File: config.mk
export PLATFORM = sky130hd
export DESIGN_NAME = uart_hex_parser
export DESIGN_NICKNAME = d
export VERILOG_FILES = /design/src/rtl/uart_hex_parser.sv
export SDC_FILE = /design/constraint.sdc
export NUM_CORES = 1
export LEC_CHECK = 0
export CAP_MARGIN = 10
export CORE_ASPECT_RATIO = 0.9
export CORE_MARGIN = 2
export CORE_UTILIZATION = 40
export DETAILED_ROUTE_END_ITERATION = 7
export SLEW_MARGIN = 40
export SYNTH_ARGS = -nofsm -noshare
export SYNTH_HDL_FRONTEND = slang
export SYNTH_SLANG_ARGS = --single-unit
File: constraint.sdc
create_clock -name clk -period 1.85 [get_ports clk]
set_input_delay 0.4625 -clock clk [delete_from_list [all_inputs] [get_ports clk]]
set_output_delay 0.4625 -clock clk [all_outputs]
set_load 0.1 [all_outputs]
File: src/rtl/uart_hex_parser.sv
// Parses ASCII hex lines from uart_rx into a binary word, committed on CR or LF.
// Latency: o_vld/o_err pulse one cycle after the edge sampling the deciding byte.
// Backpressure: none; accepts one byte per cycle sustained, never stalls.
module uart_hex_parser #(
    parameter int NDIGITS = 4
) (
    input  logic                   clk,
    input  logic                   rst,
    input  logic [7:0]             i_data,
    input  logic                   i_vld,
    output logic [4*NDIGITS-1:0]   o_data,
    output logic                   o_vld,
    output logic                   o_err,
    output logic                   o_busy
);
    localparam int W  = 4 * NDIGITS;
    localparam int CW = $clog2(NDIGITS + 1);

    typedef enum logic [1:0] {
        IDLE    = 2'd0,
        ACCUM   = 2'd1,
        DISCARD = 2'd2
    } state_t;

    state_t          state, state_n;
    logic [W-1:0]    acc, acc_n;
    logic [CW-1:0]   cnt, cnt_n;
    logic [W-1:0]    data_n;
    logic            vld_n, err_n;

    logic            is_dig, is_term;
    logic [3:0]      dig;

    // Letters A-F/a-f share low nibbles 1..6, so value is nibble + 9.
    always_comb begin
        is_dig  = 1'b0;
        dig     = 4'd0;
        is_term = (i_data == 8'h0D) || (i_data == 8'h0A);
        if (i_data >= 8'h30 && i_data <= 8'h39) begin
            is_dig = 1'b1;
            dig    = i_data[3:0];
        end else if ((i_data >= 8'h41 && i_data <= 8'h46) ||
                     (i_data >= 8'h61 && i_data <= 8'h66)) begin
            is_dig = 1'b1;
            dig    = i_data[3:0] + 4'd9;
        end
    end

    always_comb begin
        state_n = state;
        acc_n   = acc;
        cnt_n   = cnt;
        data_n  = o_data;
        vld_n   = 1'b0;
        err_n   = 1'b0;
        if (i_vld) begin
            case (state)
                IDLE: begin
                    if (is_dig) begin
                        acc_n   = W'(dig);
                        cnt_n   = CW'(1);
                        state_n = ACCUM;
                    end else if (!is_term) begin
                        err_n   = 1'b1;
                        state_n = DISCARD;
                    end
                end
                ACCUM: begin
                    if (is_term) begin
                        data_n  = acc;
                        vld_n   = 1'b1;
                        state_n = IDLE;
                    end else if (is_dig && cnt < CW'(NDIGITS)) begin
                        acc_n = (acc << 4) | W'(dig);
                        cnt_n = cnt + CW'(1);
                    end else begin
                        err_n   = 1'b1;
                        state_n = DISCARD;
                    end
                end
                DISCARD: begin
                    if (is_term) begin
                        state_n = IDLE;
                    end
                end
                default: begin
                    state_n = IDLE;
                end
            endcase
        end
    end

    always_ff @(posedge clk or posedge rst) begin
        if (rst) begin
            state  <= IDLE;
            acc    <= '0;
            cnt    <= '0;
            o_data <= '0;
            o_vld  <= 1'b0;
            o_err  <= 1'b0;
            o_busy <= 1'b0;
        end else begin
            state  <= state_n;
            acc    <= acc_n;
            cnt    <= cnt_n;
            o_data <= data_n;
            o_vld  <= vld_n;
            o_err  <= err_n;
            o_busy <= (state_n != IDLE);
        end
    end
endmodule
# ---- Word level (Yosys, flattened, before mapping)
# Index checks and enable logic that the tools add are counted.
dict set report totals {
  ram_bits 0
  latch_bits 0
  reg_bits 40
  memories 0
  in_bits 11
  output_inout_bits 19
  wordCells 63
  rom_bits 0
}
dict set report classes {
  shift 0
  eq_ne 7
  multipliers 0
  n_mux 28
  n_div 0
  bitwise 1
  n_addsub 2
  n_reduce_logical 11
  magnitude_cmp 7
}
# cell count
set ops {}
lappend ops {{16-bit 2-to-1 mux} 3}
lappend ops {{16-bit one-hot mux with 2 select lines} 1}
lappend ops {{8-bit by 4-bit == test with 1-bit output (second input constant)} 2}
lappend ops {{8-bit by 7-bit greater-or-equal comparator with 1-bit output (second input constant)} 2}
lappend ops {{8-bit by 7-bit less-or-equal comparator with 1-bit output (second input constant)} 2}
lappend ops {{16-bit by 4-bit bitwise OR with 16-bit output} 1}
lappend ops {{2-bit 2-to-1 mux} 6}
lappend ops {{1-bit 2-to-1 mux} 10}
lappend ops {{3-bit 2-to-1 mux} 3}
lappend ops {{8-bit by 6-bit greater-or-equal comparator with 1-bit output (second input constant)} 1}
lappend ops {{8-bit by 6-bit less-or-equal comparator with 1-bit output (second input constant)} 1}
lappend ops {{4-bit 2-to-1 mux} 2}
lappend ops {{2-bit != test (second input constant)} 3}
lappend ops {{2-bit one-hot mux with 3 select lines} 1}
lappend ops {{3-bit one-hot mux with 2 select lines} 1}
lappend ops {{5-bit AND reduction} 1}
lappend ops {{4-bit adder (second input constant)} 1}
lappend ops {{1-bit logical AND} 4}
lappend ops {{2-bit nonzero test} 2}
lappend ops {{3-bit by 1-bit adder with 3-bit output (second input constant)} 1}
lappend ops {{3-bit < comparator (second input constant)} 1}
lappend ops {{3-bit AND reduction} 1}
lappend ops {{2-bit by 1-bit == test with 1-bit output (second input constant)} 1}
lappend ops {{2-bit == test (second input constant)} 1}
lappend ops {{3 further kinds} 4}

# ---- Depth between registers and ports, before layout
dict set report logic_depth {
  ltp_word 11
  mapped_depth 8
  mapped_depth_nobuf 6
}

# ---- Worst setup path before layout
# OpenSTA, ideal clock, no wires.
dict set report synth_timing {
  path_type {input to register}
  from {in i_data[6]}
  to {reg o_data[0]}
  n_path_buf 2
  arrival_ps 1962
  path_stages 6
  setup_time_ps 126
  required_time_ps 1724
  setup_slack_ps -238
  cell_sequence {or4b_4 -> nor3_2 -> and3_1 -> buf_6 -> buf_12 -> mux2_4}
}
dict set report synth_via {
  elab_chain_len 3
  word_cells_on_any_way 4
  classes_between {eq/ne: 2; reduce/logical: 2}
}
# item line
set synth_rtl {}
lappend synth_rtl {{start, declared} 9} ;# input logic [7:0] i_data,
lappend synth_rtl {{8-bit by 4-bit == test with 1-bit output} 38} ;# is_term = (i_data == 8'h0D) || (i_data == 8'h0A);
lappend synth_rtl {{1-bit logical OR *} 38}
lappend synth_rtl {{3-bit AND reduction (no line) *} n/a}
lappend synth_rtl {{end signal, assigned} 106} ;# o_data <= data_n;
lappend synth_rtl {{end, declared} 11} ;# output logic [4*NDIGITS-1:0] o_data,
# Mark *: on every way between the ends. The rest lies on a longest branch, timed or not.
# A chain may end at the register's enable or synchronous reset.

# ---- Worst setup path in the final report
dict set report layout_timing {
  from {in i_data[5]}
  to {reg acc[2]}
}
dict set report layout_via {
  elab_chain_len 9
  word_cells_on_any_way 27
  classes_between {order compare: 6; eq/ne: 5; mux: 8; bitwise: 1; reduce/logical: 7}
}
# item line
set layout_rtl {}
lappend layout_rtl {{8-bit by 7-bit greater-or-equal comparator with 1-bit output, or another cell as far along} 42} ;# end else if ((i_data >= 8'h41 && i_data <= 8'h46) ||
lappend layout_rtl {{1-bit logical AND (on tied branches)} {42, 43}}
lappend layout_rtl {{1-bit logical OR} 42}
lappend layout_rtl {{4-bit 2-to-1 mux} 42}
lappend layout_rtl {{4-bit 2-to-1 mux} 39} ;# if (i_data >= 8'h30 && i_data <= 8'h39) begin
lappend layout_rtl {{16-bit by 4-bit bitwise OR with 16-bit output} 74} ;# acc_n = (acc << 4) | W'(dig);
lappend layout_rtl {{16-bit 2-to-1 mux} 73} ;# end else if (is_dig && cnt < CW'(NDIGITS)) begin
lappend layout_rtl {{16-bit 2-to-1 mux} 69} ;# if (is_term) begin
lappend layout_rtl {{16-bit one-hot mux with 2 select lines} 57} ;# case (state)
lappend layout_rtl {{end signal, assigned} 104} ;# acc <= acc_n;
lappend layout_rtl {{end, declared} 26} ;# logic [W-1:0] acc, acc_n;
# Several ways; a longest one is shown, not always the timed one. The select of a mux whose other input is x is not followed.

==> metrics.md <==
| Metric | Value |
|---|---|
| Die Y | roughly 70 um |
| Status | complete, but fails checks |
| Fraction of layout cells with a size suffix above 1 | a little under half |
| Final Slew Violations | 0 |
| Initial antenna violation count | 0 |
| Drt total wl | ~4300 um |
| Die footprint | roughly 5500 um2 |
| Row Count | 24 |
| Least-Margin Pin Slew | approximately 0.38 ns |
| Per-cell routed wire length | 15.04 um |
| Via count | 1395 |
| Worst reg2reg path depth | 5 |
| Worst IR Drop VDD | between 0.3 and 0.4 mV |
| Hold EP | o_data[14] |
| Place WS | -0.9631 ns |
| Max Clk Rate | about 530 MHz |
| Yosys cell types | 38 |
| Top-Level Pins | 30 |
| RSZ-0062 raised after global routing | true |
| WP data arrival | about 2.1 ns |
| Syn nets | between 150 and 200 |
| Final min period | roughly 1.9 ns |
| DP HPWL | approximately 2800 um |
| FF-to-FF setup slack | ~0.14 ns |
| Clock Sinks | 40 |
| Detailed router's first-iteration violation count | 54 |
| Register area share after synthesis | 50.73% |
| CTS clk-pin slew, worst paths | about 0.07 ns |
| CTS max path bufs | 2 |
| Via density | 4.895 |
| Top Usage Layer GRT | met2 |
| Final worst-path cycle share | 102.7% |
| Cell depth of the worst hold path | 1 |
| CP Class | in2reg |
| H-tree depth | 2 |
| Worst Hold Class | reg2reg |
| Clk_lat worst skew | a little under 0.3 ns |
| Final setup violation count | 5 |
| Final hold slack | slightly above 0.5 ns |
| Async set-reset flop share out of synthesis | 100.0% |
| Pre-antenna DRT Iters | 4 |
| Antenna viol nets, final | 0 |
| Port buffer count | 29 |
| Met3 usage | 4.209% |
| Final GP Congestion | roughly 0.83 |
| Max_slew headroom | 74.77% |
| First-pass GRT wire length | 7272 um |
| Area Overhead vs Synth | 51.68% |
| Crit path max fanout | 6 |
| TritonCTS buffer count | 5 |
| Synth Warn # | 0 |
| DP Area | approximately 2700 um2 |
| Post-synth EDFFs | 0 |
| Failing checks | negative setup slack |
| Hold wc startpoint | acc[14] |
| Max cap viols | 0 |
| Worst setup EP type | register |
| Syn_area_per_cell | between 10 and 15 um2 |
| R2R Path End | acc[2] |
| Die width | slightly below 80 um |
| Vias in the first global route | approximately 1500 |
| Nets | ~240 |
| GR met2 Demand/Resource | approximately 28% |
| Critical register-to-register path startpoint | state[0] |
| Antenna cells | 0 |
| TNS Setup | -0.1769 ns |
| Final hold vios | 0 |
| Synth Cell Area | around 2000 um2 |
| Total power | 0.001691 W |
| #FFs+latches synth | 40 |
| TritonCTS clock tree | done |
| Worst EP required | approximately 2 ns |
| LEAKAGE | between 1 and 1.5 nW |
| Met1 usage | 21.67% |
| Pwr Density | roughly 570 nW/um2 |
| Starting Density | roughly two fifths |
| Post-Syn Instances | about 160 |
| Final Cell Area | 2993 um2 |
| Core ar. | 4805 um2 |
| Largest net degree at the start of global routing | around 40 |
| Top FF cell, synth | dfrtp_1 |
| Clock Skews | ~0.0048 ns |
| Gr usage total | between 10% and 20% |
| Root Buffer | clkbuf_8 |
| Filler cells | approximately 360 |
| Grt total ovfl | 0 |
| Fin worst setup slack | -0.04959 ns |
| DRC | 0 |
| Nature of the critical path startpoint | primary input |
## Yosys cell counts (3+ instances only)
cell | number | area [um2]
o21ai_0 | 4 | 20.02
inv_1 | 20 | 75.07
mux2i_1 | 15 | 150.1
dfrtp_1 | 40 | 1001
nand2_1 | 16 | 60.06
a21oi_1 | 3 | 15.01
mux2_4 | 14 | 210.2
ha_1 | 5 | 62.56
mux2_2 | 7 | 78.83
## cells in the final DEF (no fill, tap or decap), drive strengths merged, types with 2 or more instances in the layout
cell	Yosys	layout
a22o	2	2
nor2b	2	2
inv	20	20
nand3	2	2
nor3	2	2
buf	5	57
clkdlybuf4s50	0	2
ha	5	5
dfrtp	40	40
nand2b	2	2
clkbuf	1	7
mux2	21	21
nand2	16	16
mux2i	15	15
o21ai	4	4
a21oi	3	3
## power by group
part / leakage [nW] / total (W) / internal, W / switching [W]
Clock: 0.0445 / 0.000602 / 0.000303 / 0.000299
Combinational: 0.863 / 0.000172 / 0.0000875 / 0.0000843
Sequential: 0.486 / 0.000917 / 0.000899 / 0.0000185
## worst max-delay path, cell delays in order
cell      delay (ns)
buf_6           0.09
or4b_4          0.57
o41ai_4         0.38
a211oi_4        0.11
buf_4           0.18
mux2_4          0.29
## routing by layer
metal	up-vias	routed length [um]
met5	-	0
met4	0	48
met3	6	194
met2	34	2262
met1	692	1781
li1	663	-
## metrics by stage
stage	std cells	utilization, %
6_report	285	62.29
5_1_grt	285	62.29
4_1_cts	288	62.63
3_5_place_dp	266	55.47
3_3_place_gp	266	55.47
2_1_floorplan	158	-
## how the worst max path moves through the flow
stage                         start  cells after the start        end
after floorplan           i_data[6]                      6  o_data[0]
after global placement    i_data[0]                      8     acc[9]
after detailed placement  i_data[0]                      8    acc[15]
after CTS                 i_data[6]                      6     cnt[0]
after global routing      i_data[5]                      6     cnt[0]
final                     i_data[5]                      6     acc[2]
## flip-flops by register name, summed over array words and instances (netlist names)
name and cells:
acc 16, cnt 3, o_busy 1, o_data 16, o_err 1, o_vld 1, state 2
## cell families (layout without fill, tap and decap cells)
logic type,after synthesis,count (layout),share of synthesized area [%]
mux,36,36,22.26
simple gates,30,30,8.497
fa+ha+maj,5,5,3.171
buf+inv,26,88,6.785
compound gates,21,21,8.561
flops,40,40,50.73
## final cells by class
cell class | instances | area (um2) | area share, %
inverters | 20 | 77.57 | 2.592
clock inverters | 1 | 7.507 | 0.2508
repair buffers | 60 | 768.2 | 25.67
flip-flops and latches | 40 | 1001 | 33.44
clock buffers | 7 | 86.33 | 2.885
well taps | 65 | 81.33 | 2.717
multi-input cells | 92 | 970.9 | 32.44
## timing repair
item,in CTS,in global routing
cloned,2,0
buffers inserted,12,0
gates resized for setup,55,19
endpoints found under the setup margin,40,36
hold buffers,0,0
pin swaps,8,7
Power figures use the tool's default switching activity.
